### src/rtl/cic_pkg.sv
// rtl/cic_pkg.sv - shared constants and sample conversion for the CIC sample buffer
//
// Purpose: default sizing constants and the centre/round/saturate conversion
//          that maps an unsigned CIC3 word to a signed, scaled output sample.
// Ports:   none (package).
package cic_pkg;

  localparam int DEFAULT_DECIMATION_FACTOR = 256;
  localparam int DEFAULT_OUT_WIDTH         = 16;
  localparam int DEFAULT_FIFO_DEPTH        = 4;

  // Centre on 2^(numbits-2), round half-up at the shift point, then clamp
  // to the signed out_width range. Widths are elaboration constants at every
  // call site, so the variable shifts fold away.
  function automatic longint cic_convert(input longint raw, input int numbits,
                                         input int out_width);
    longint c;
    longint r;
    longint hi;
    longint lo;
    int     shift;
    shift = numbits - 1 - out_width;
    c     = raw - (longint'(1) << (numbits - 2));
    if (shift > 0) c = c + (longint'(1) << (shift - 1));
    r  = c >>> shift;
    hi = (longint'(1) << (out_width - 1)) - 1;
    lo = -hi - 1;
    if (r > hi) r = hi;
    else if (r < lo) r = lo;
    return r;
  endfunction

endpackage

### src/rtl/cic_sample_buffer_if.sv
// rtl/cic_sample_buffer_if.sv - sample stream and status bundle for cic_sample_buffer
//
// Purpose: groups the producer strobe, consumer handshake and overrun status.
// Signals: in_data/in_valid (CIC word strobe), out_data/out_valid/out_ready
//          (FIFO head handshake), overrun/overrun_clr (sticky drop flag).
// Modports: master = environment side, slave = cic_sample_buffer side.
interface cic_sample_buffer_if
  import cic_pkg::*;
#(
  parameter int NUMBITS   = 3 * $clog2(DEFAULT_DECIMATION_FACTOR) + 1,
  parameter int OUT_WIDTH = DEFAULT_OUT_WIDTH
);
  logic [NUMBITS-1:0]   in_data;
  logic                 in_valid;
  logic [OUT_WIDTH-1:0] out_data;
  logic                 out_valid;
  logic                 out_ready;
  logic                 overrun;
  logic                 overrun_clr;

  modport master (
    output in_data, in_valid, out_ready, overrun_clr,
    input  out_data, out_valid, overrun
  );

  modport slave (
    input  in_data, in_valid, out_ready, overrun_clr,
    output out_data, out_valid, overrun
  );
endinterface

### src/rtl/cic_sync_fifo.sv
// rtl/cic_sync_fifo.sv - single-clock FIFO holding converted samples
//
// Purpose: DEPTH-entry (power of two) FIFO with push/pop and occupancy count.
// Ports:   clk, reset (sync, active-high), push/wdata, pop/rdata,
//          full, empty, count (0..DEPTH).
module cic_sync_fifo #(
  parameter  int WIDTH = 16,
  parameter  int DEPTH = 4,
  localparam int AW    = $clog2(DEPTH),
  localparam int CW    = AW + 1
) (
  input  logic             clk,
  input  logic             reset,
  input  logic             push,
  input  logic [WIDTH-1:0] wdata,
  input  logic             pop,
  output logic [WIDTH-1:0] rdata,
  output logic             full,
  output logic             empty,
  output logic [CW-1:0]    count
);
  logic [WIDTH-1:0] mem [DEPTH];
  logic [AW-1:0]    wr_ptr;
  logic [AW-1:0]    rd_ptr;
  logic             do_push;
  logic             do_pop;

  assign full  = (count == CW'(DEPTH));
  assign empty = (count == '0);
  assign rdata = mem[rd_ptr];

  // A push into a full FIFO is only taken when the head leaves in the same
  // cycle; at full wr_ptr == rd_ptr, so the new word lands in the freed slot.
  assign do_pop  = pop && !empty;
  assign do_push = push && (!full || do_pop);

  always_ff @(posedge clk) begin
    if (reset) begin
      wr_ptr <= '0;
      rd_ptr <= '0;
      count  <= '0;
    end else begin
      if (do_push) begin
        mem[wr_ptr] <= wdata;
        wr_ptr      <= wr_ptr + 1'b1;
      end
      if (do_pop) rd_ptr <= rd_ptr + 1'b1;
      case ({do_push, do_pop})
        2'b10:   count <= count + 1'b1;
        2'b01:   count <= count - 1'b1;
        default: count <= count;
      endcase
    end
  end
endmodule

### src/rtl/cic_sample_buffer.sv
// rtl/cic_sample_buffer.sv - CIC3 output converter with sample FIFO and overrun flag
//
// Purpose: converts each strobed CIC word to a signed OUT_WIDTH sample in one
//          register stage and queues it for a ready/valid consumer.
// Ports:   clk, reset (sync, active-high), bus (cic_sample_buffer_if.slave).
//          With CIC_SAMPLE_BUFFER_STATS_EN defined: drop_count[7:0] (saturating
//          drop counter) and peak_abs[OUT_WIDTH-1:0] (largest |sample| queued).
module cic_sample_buffer
  import cic_pkg::*;
#(
  parameter int DECIMATION_FACTOR = DEFAULT_DECIMATION_FACTOR,
  parameter int CLOCK_WIDTH       = $clog2(DECIMATION_FACTOR),
  parameter int NUMBITS           = 3 * CLOCK_WIDTH + 1,
  parameter int OUT_WIDTH         = DEFAULT_OUT_WIDTH,
  parameter int FIFO_DEPTH        = DEFAULT_FIFO_DEPTH
) (
  input  logic                 clk,
  input  logic                 reset,
  cic_sample_buffer_if.slave   bus
`ifdef CIC_SAMPLE_BUFFER_STATS_EN
  ,
  output logic [7:0]           drop_count,
  output logic [OUT_WIDTH-1:0] peak_abs
`endif
);
  localparam int CW = $clog2(FIFO_DEPTH) + 1;

  logic                 s1_valid;
  logic [OUT_WIDTH-1:0] s1_data;
  logic [OUT_WIDTH-1:0] conv;
  logic [OUT_WIDTH-1:0] head;
  logic [CW-1:0]        fifo_count;
  logic                 fifo_full;
  logic                 fifo_empty;
  logic                 pop;
  logic                 drop;

  assign conv = OUT_WIDTH'(cic_convert(64'(bus.in_data), NUMBITS, OUT_WIDTH));

  always_ff @(posedge clk) begin
    if (reset) begin
      s1_valid <= 1'b0;
      s1_data  <= '0;
    end else begin
      s1_valid <= bus.in_valid;
      if (bus.in_valid) s1_data <= conv;
    end
  end

  assign pop  = bus.out_valid && bus.out_ready;
  assign drop = s1_valid && fifo_full && !pop;

  cic_sync_fifo #(
    .WIDTH (OUT_WIDTH),
    .DEPTH (FIFO_DEPTH)
  ) u_fifo (
    .clk   (clk),
    .reset (reset),
    .push  (s1_valid),
    .wdata (s1_data),
    .pop   (pop),
    .rdata (head),
    .full  (fifo_full),
    .empty (fifo_empty),
    .count (fifo_count)
  );

  assign bus.out_valid = !fifo_empty;
  // Storage is not reset, so an empty FIFO presents zero instead of stale data.
  assign bus.out_data  = (fifo_count == '0) ? '0 : head;

  // A drop outranks a coincident clear so no lost sample goes unreported.
  always_ff @(posedge clk) begin
    if (reset)                bus.overrun <= 1'b0;
    else if (drop)            bus.overrun <= 1'b1;
    else if (bus.overrun_clr) bus.overrun <= 1'b0;
  end

`ifdef CIC_SAMPLE_BUFFER_STATS_EN
  localparam logic [OUT_WIDTH-1:0] MAX_POS = {1'b0, {(OUT_WIDTH-1){1'b1}}};
  localparam logic [OUT_WIDTH-1:0] MIN_NEG = {1'b1, {(OUT_WIDTH-1){1'b0}}};

  logic [OUT_WIDTH-1:0] s1_abs;
  logic                 pushed;

  assign pushed = s1_valid && !drop;

  // The most negative code has no positive twin; report it as full scale.
  always_comb begin
    s1_abs = s1_data;
    if (s1_data == MIN_NEG)            s1_abs = MAX_POS;
    else if (s1_data[OUT_WIDTH-1])     s1_abs = -s1_data;
  end

  always_ff @(posedge clk) begin
    if (reset) begin
      drop_count <= '0;
      peak_abs   <= '0;
    end else if (bus.overrun_clr) begin
      drop_count <= drop ? 8'd1 : 8'd0;
      peak_abs   <= pushed ? s1_abs : '0;
    end else begin
      if (drop && drop_count != 8'hFF) drop_count <= drop_count + 8'd1;
      if (pushed && s1_abs > peak_abs) peak_abs <= s1_abs;
    end
  end
`endif
endmodule

### src/flat_wrapper.sv
// flat-port wrapper written by rule: the top's interface ports become plain ports
module cic_sample_buffer_flat import cic_pkg::*;
#(
  parameter int DECIMATION_FACTOR = DEFAULT_DECIMATION_FACTOR,
  parameter int CLOCK_WIDTH       = $clog2(DECIMATION_FACTOR),
  parameter int NUMBITS           = 3 * CLOCK_WIDTH + 1,
  parameter int OUT_WIDTH         = DEFAULT_OUT_WIDTH,
  parameter int FIFO_DEPTH        = DEFAULT_FIFO_DEPTH
)
  (clk, reset, bus_in_data, bus_in_valid, bus_out_ready, bus_overrun_clr, bus_out_data, bus_out_valid, bus_overrun);
  cic_sample_buffer_if #(.NUMBITS(NUMBITS), .OUT_WIDTH(OUT_WIDTH)) bus_i ();
  input  logic clk;
  input  logic reset;
  input wire logic [$bits(bus_i.in_data)-1:0] bus_in_data;
  input wire logic [$bits(bus_i.in_valid)-1:0] bus_in_valid;
  input wire logic [$bits(bus_i.out_ready)-1:0] bus_out_ready;
  input wire logic [$bits(bus_i.overrun_clr)-1:0] bus_overrun_clr;
  output wire logic [$bits(bus_i.out_data)-1:0] bus_out_data;
  output wire logic [$bits(bus_i.out_valid)-1:0] bus_out_valid;
  output wire logic [$bits(bus_i.overrun)-1:0] bus_overrun;
  assign bus_i.in_data = bus_in_data;
  assign bus_i.in_valid = bus_in_valid;
  assign bus_i.out_ready = bus_out_ready;
  assign bus_i.overrun_clr = bus_overrun_clr;
  assign bus_out_data = bus_i.out_data;
  assign bus_out_valid = bus_i.out_valid;
  assign bus_overrun = bus_i.overrun;
  cic_sample_buffer #(.DECIMATION_FACTOR(DECIMATION_FACTOR), .CLOCK_WIDTH(CLOCK_WIDTH), .NUMBITS(NUMBITS), .OUT_WIDTH(OUT_WIDTH), .FIFO_DEPTH(FIFO_DEPTH)) u_core (.clk(clk), .reset(reset), .bus(bus_i));
endmodule
### config.mk
export PLATFORM = sky130hd
export DESIGN_NAME = cic_sample_buffer_flat
export DESIGN_NICKNAME = d
export VERILOG_FILES = /design/src/rtl/cic_pkg.sv /design/src/rtl/cic_sample_buffer_if.sv /design/src/rtl/cic_sync_fifo.sv /design/src/rtl/cic_sample_buffer.sv /design/src/flat_wrapper.sv
export SDC_FILE = /design/constraint.sdc
export NUM_CORES = 1
export LEC_CHECK = 0
export BUFFER_PORTS_ARGS = -buffer_cell sky130_fd_sc_hd__buf_2
export CAP_MARGIN = 15
export CORE_MARGIN = 10
export CORE_UTILIZATION = 55
export CTS_CLUSTER_SIZE = 8
export DETAILED_ROUTE_END_ITERATION = 10
export HOLD_SLACK_MARGIN = 0.06
export PLACE_DENSITY = 0.76
export REMOVE_ABC_BUFFERS = 1
export SYNTH_ARGS = -nofsm -noshare
export SYNTH_HDL_FRONTEND = slang
export SYNTH_HIERARCHICAL = 1
export SYNTH_SLANG_ARGS = --single-unit
### constraint.sdc
create_clock -name clk -period 6.76 [get_ports clk]
set_clock_uncertainty 0.2 [all_clocks]
set_input_delay 1.352 -clock clk [delete_from_list [all_inputs] [get_ports clk]]
set_output_delay 1.352 -clock clk [all_outputs]
set_load 0.05 [all_outputs]
**Word-level counts from Yosys, hierarchy flattened**

Memory sizes are Yosys's and may differ from the RTL's. A register that Yosys moved wholly into a read port is not among the register bits.
Cells that the tools add are included.

- Add/subtract/negate cells: 6
- Multipliers: 0
- Divide/modulo/power cells: 0
- Magnitude comparators: 2
- Eq/ne operators: 3
- Shifts and indexed selects: 0
- Multiplexer cells: 11
- Bitwise logic cells: 0
- Reductions and logical operators: 12

Operators with widths:

| operator | number |
|---|---|
| 2-to-1 mux 16 bit | 3 |
| adder 26 x 9 -> 27 bit (second input constant) | 1 |
| subtractor 25 x 24 -> 26 bit (second input constant) | 1 |
| greater-than comparator 19 x 16 -> 1 bit (second input constant) | 1 |
| < comparator 19 x 16 -> 1 bit (second input constant) | 1 |
| one-hot mux 3 bit (2 select lines) | 1 |
| logical AND 1 bit | 5 |
| 2-to-1 mux 1 bit | 5 |
| adder 2 x 1 -> 2 bit (second input constant) | 2 |
| 2-to-1 mux 2 bit | 2 |
| nonzero test 2 bit | 2 |
| adder 3 x 1 -> 3 bit (second input constant) | 1 |
| equality test 3 bit (second input constant) | 1 |
| zero test 1 bit | 3 |
| zero test 3 bit | 1 |
| subtractor 3 x 1 -> 3 bit (second input constant) | 1 |
| equality test 2 x 1 -> 1 bit (second input constant) | 1 |
| equality test 2 bit (second input constant) | 1 |
| logical OR 1 bit | 1 |

- Bits in registers: 25
- Bits in latches: 0
- RAM bits: 64
- Bits in read-only memories: 0
- Input port bits: 30
- Output and inout port bits: 18
- Logic and storage cells: 41
- Memories: 1

Memories:

| memory | words | bits a word | rd ports | clocked after Yosys merged registers in | wr ports | RTL line | RTL |
|---|---|---|---|---|---|---|---|
| u_core.u_fifo.mem | 4 | 16 | 1 | 1 | 1 | cic_sync_fifo.sv:22 | `logic [WIDTH-1:0] mem [DEPTH];` |

**Logic depth before layout (Yosys ltp)**

- Depth in word-level cells: 9
- Gate-level depth with buffers: 10
- Mapped depth without buffers: 10

**Modules after synthesis**

Netlist, hierarchy kept.

By module, submodules not included:

| module | times used | cells each | area each (sq um) | seq. area each (sq um) |
|---|---|---|---|---|
| cic_sync_fifo | 1 | 138 | 2791.4 | 2102.0 |
| cic_sample_buffer | 1 | 157 | 1292.5 | 360.3 |

**Worst setup path before layout**

No wires, ideal clock.

- Path type: in2reg
- From: input bus_out_ready
- To: memory u_core.u_fifo.mem[1][0], enable pin
- Library setup time: 413 ps
- Arrival: 3150 ps
- Required time: 6147 ps
- Path slack: 2997 ps
- Stages on the path: 4
- Path buffers: 0
- Cell sequence: nor2b_1 o21a_1 inv_1 nor3b_1

- Longest elaborated chain between the ends: 7

RTL lines:

| element | RTL line | RTL |
|---|---|---|
| start: declaration | flat_wrapper.sv:16 | `input wire logic [$bits(bus_i.out_ready)-1:0] bus_out_ready;` |
| logical AND 1 bit | cic_sample_buffer.sv:50 | `assign pop = bus.out_valid && bus.out_ready;` |
| logical AND 1 bit | cic_sync_fifo.sv:34 | `assign do_pop = pop && !empty;` |
| logical OR 1 bit | cic_sync_fifo.sv:35 | `assign do_push = push && (!full \|\| do_pop);` |
| logical AND 1 bit | cic_sync_fifo.sv:35 |  |
| 2-to-1 mux 1 bit | cic_sync_fifo.sv:43 | `if (do_push) begin` |
| 2-to-1 mux 1 bit | cic_sync_fifo.sv:38 | `if (reset) begin` |
| 2-to-1 mux 1 bit (implied by the code) | cic_sync_fifo.sv:44 | `mem[wr_ptr] <= wdata;` |
| end: declaration | cic_sync_fifo.sv:22 |  |

Every way passes these cells.

**Worst setup path after layout**

- From: input bus_in_data[7]
- To: register u_core.s1_data[3]

- Longest elaborated chain between the ends: 5
- Elaborated cells on any way between the ends: 6
- Classes of those cells: add/sub (2); order compare (2); mux (2)

RTL lines:

| element | RTL line | RTL |
|---|---|---|
| start: declaration | flat_wrapper.sv:14 | `input wire logic [$bits(bus_i.in_data)-1:0] bus_in_data;` |
| subtractor 25 x 24 -> 26 bit * | cic_pkg.sv:23 | `c = raw - (longint'(1) << (numbits - 2));` |
| adder 26 x 9 -> 27 bit * | cic_pkg.sv:24 | `if (shift > 0) c = c + (longint'(1) << (shift - 1));` |
| < comparator 19 x 16 -> 1 bit | cic_pkg.sv:29 | `else if (r < lo) r = lo;` |
| 2-to-1 mux 16 bit | cic_pkg.sv:29 |  |
| 2-to-1 mux 16 bit * | cic_pkg.sv:28 | `if (r > hi) r = hi;` |
| end signal: assignment | cic_sample_buffer.sv:46 | `if (bus.in_valid) s1_data <= conv;` |
| end: declaration | cic_sample_buffer.sv:29 | `logic [OUT_WIDTH-1:0] s1_data;` |

Every way passes the cells marked *; elsewhere a longest branch is shown, timed or not.
A chain may end at the register's enable or synchronous reset.

==> out/qor.yml <==
run_status:
  status: "complete, no violations"
timing:
  rsz0062_at_grt: "no"
  setup_ws_ns: 2.94
  max_slew_margin: 0.308
  min_period_ns: 3.82
  finalMaxSlewViolations: 0
  worst_pin_slew_ns: 1.04
  fin_crit_sh: 0.565
  fin_setup_tns_ns: 0
  max_freq_mhz: 262
  setup_viol: 0
  hold_violations: 0
synth:
  ys_ff_latch: 91
  syn_avg_cell_area_sq_um: 13.8
  syn-cell-area_sq_mm: 0.00408
  ys_types: 46
  synth_seq_area_share: 0.603
  synth.area.top_cells: "edfxtp_1, dfxtp_1, mux4_2, nor2b_1, nor2_1"
  yosys.area.top_type_share: 0.471
  synthCells: 295
  yosys.area.top_type: "edfxtp_1"
  synth_warnings: 6
critical_path:
  startpoint: "bus_in_data[7]"
  endpoint: "u_core/s1_data[3]"
  r2r-end: "u_core/u_fifo/count[2]"
  rrSetupSlack_ns: 3.60
  critPathCaptureType: "flip-flop"
  worst-setup-path-type: "input port to flip-flop"
  required_ns: 6.82
  crit_arrival_ns: 3.88
  r2r_start: "u_core/u_fifo/count[0]"
  path_max_fanout: 15
  crit_path_start_kind: "input port"
  timing.reg2reg.worst_path_depth: 10
floorplanning:
  dieArea_sq_mm: 0.0113
  initial_core_util: 0.563
  core-area_sq_mm: 0.00725
  ioPinCount: 48
  die_w_microns: 106
  row_count: 31
  die_h_microns: 106
layout:
  layout_common_cells: "edfxtp_1, buf_2, nor2_1, dfxtp_1, nor2b_1"
  synthToLayoutAreaGrowth_pct: 12.8
  layout-drive-gt1-share: 0.284
  layout_commonest_cell: "edfxtp_1"
  multi_input_comb_area_sq_mm: 0.00155
  num_antenna_cells: 0
  layout.nets: 375
  n_fill_cell: 576
  seq_area_sq_mm: 0.00246
global_routing:
  grt_overflow_total: 0
  grt_max_degree: 33
  first_global_vias: 2579
  grt_pass1_wl_microns: 13200
  grt_usage: 0.149
  antenna_found_initial: 0
clocking:
  cts.path.max_buffers: 2
  cts_tree: "done"
  cts-root-buf: "clkbuf_8"
  htreeDepth: 3
  cts_setup_buffers: 0
  insertion_delay_ns: 0.34
  cts_buffers: 9
  cts_resized: 0
  clk_pin_slew_ns: 0.08
  cts_hold_buffers: 0
  clock-sinks: 91
detailed_routing:
  drt_iter0_drc: 147
  drt-vias-per-instance: 5.68
  post-route-drc-count: 0
  drt-pass1-iter-count: 4
  detail_route.wl_per_cell_microns: 18.3
  via_count: 2498
  antenna_left: 0
  wirelength_microns: 8050
pwr:
  powerDensity_mw_per_mm2: 248
  ir_drop_v: 0.000115
  leakagePower_nw: 1.62
placed_design:
  pre_cts_slack_ns: 2.61
  port_buffers: 40
  dp_hpwl_microns: 5320
  gp_congestion: 0.790
hold_path:
  hold_path_depth: 2
  holdCritPathClass: "flip-flop to flip-flop"
run:
  maxCapViolations: 0
==> worst min path at each step <==
| stage | slack, ns | startpoint | end |
|---|---|---|---|
| after floorplan | 0.25 | u_core/u_fifo/rd_ptr[1] | flip-flop |
| after global placement | 0.28 | u_core/u_fifo/rd_ptr[1] | u_core/u_fifo/rd_ptr[1] |
| after detailed placement | 0.30 | u_core/s1_data[11] | u_core/u_fifo/mem[1][11] |
| after CTS | 0.32 | u_core/s1_data[5] | u_core/u_fifo/mem[2][5] |
| after global routing | 0.33 | u_core/s1_data[5] | u_core/u_fifo/mem[2][5] |
| final | 0.32 | u_core/u_fifo/rd_ptr[1] | flip-flop |
==> per-stage QoR <==
step                cells   util  hold slack, ns  cell area, sq um  power (W)
floorplan             282      -           0.252              4020   0.000744
global placement      424  0.609           0.279              4410   0.000793
detailed placement    424  0.609           0.298              4410   0.000798
CTS                   440  0.635           0.320              4610    0.00115
global route          440  0.635           0.330              4610    0.00119
finish                440  0.635           0.321              4610    0.00114
==> layer usage <==
layer | vias to the layer above | part of all wire | track usage
met1 | 1235 | 0.41 | 0.174
met3 | 12 | 0.064 | 0.0447
met2 | 63 | 0.50 | 0.254
met5 | - | 0 | 0
met4 | 0 | 0.017 | 0.0532
li1 | 1188 | - | -
==> state kept, by name (all words and copies together), names as in the netlist, named ones only <==
signal / cells
u_core/bus.overrun: 1
u_core/s1_data: 16
u_core/s1_valid: 1
u_core/u_fifo/count: 3
u_core/u_fifo/mem: 64
u_core/u_fifo/rd_ptr: 2
u_core/u_fifo/wr_ptr: 2
==> cell type report <==
type                            count  area share
Inverter                           15      0.0122
Clock buffer                       10      0.0277
Timing Repair Buffer               43      0.0483
Tap cell                           99      0.0269
Clock inverter                      6      0.0141
Multi-Input combinational cell    176       0.336
Sequential cell                    91       0.534
==> cells in the mapped netlist, drive strengths merged <==
master  count
o32ai       1
ha          8
nor2b      19
and4        2
nor4        2
nor3b       4
a21boi      1
nand4b      1
nor3        5
a21oi       4
xor2       10
o22ai       1
o21a        1
mux2        2
xnor2       9
nand2       6
o31ai       1
fa          1
mux4       16
a211oi     15
nor2       27
nand2b      2
or3b        1
o21ai      18
or3         2
buf         5
a31oi       1
clkbuf      8
edfxtp     64
nand4       7
nand3       5
inv        15
and3        1
nand3b      1
mux2i       1
dfxtp      27
a311oi      1
==> kinds of logic (layout without fill, tap and decap cells) <==
kind of cell | count (synthesis) | after routing | synth area share
xor gates and xnor gates | 19 | 19 | 0.0407
and+or+nand+nor | 85 | 85 | 0.119
adders and majority gates | 9 | 9 | 0.0294
DFF | 91 | 91 | 0.603
muxes | 19 | 19 | 0.0971
AOI/OAI and AO/OA | 44 | 44 | 0.0806
buffers and inverters | 28 | 74 | 0.0300
==> critical path, stage by stage <==
cell	delay (ns)
buf_2	0.11
ha_1	0.23
nand4_1	0.19
nor3_1	0.43
nand4_1	0.17
a311oi_2	0.93
o21ai_0	0.21
a211oi_1	0.26
==> where the power goes <==
part | total [W] | internal, W | switching, W
logic | 0.000154 | 0.0000494 | 0.000105
clock network | 0.000358 | 0.000172 | 0.000185
registers | 0.000630 | 0.000615 | 0.0000148
total | 0.00114 | 0.000837 | 0.000305
No activity file was read; power rests on OpenSTA's default activity.
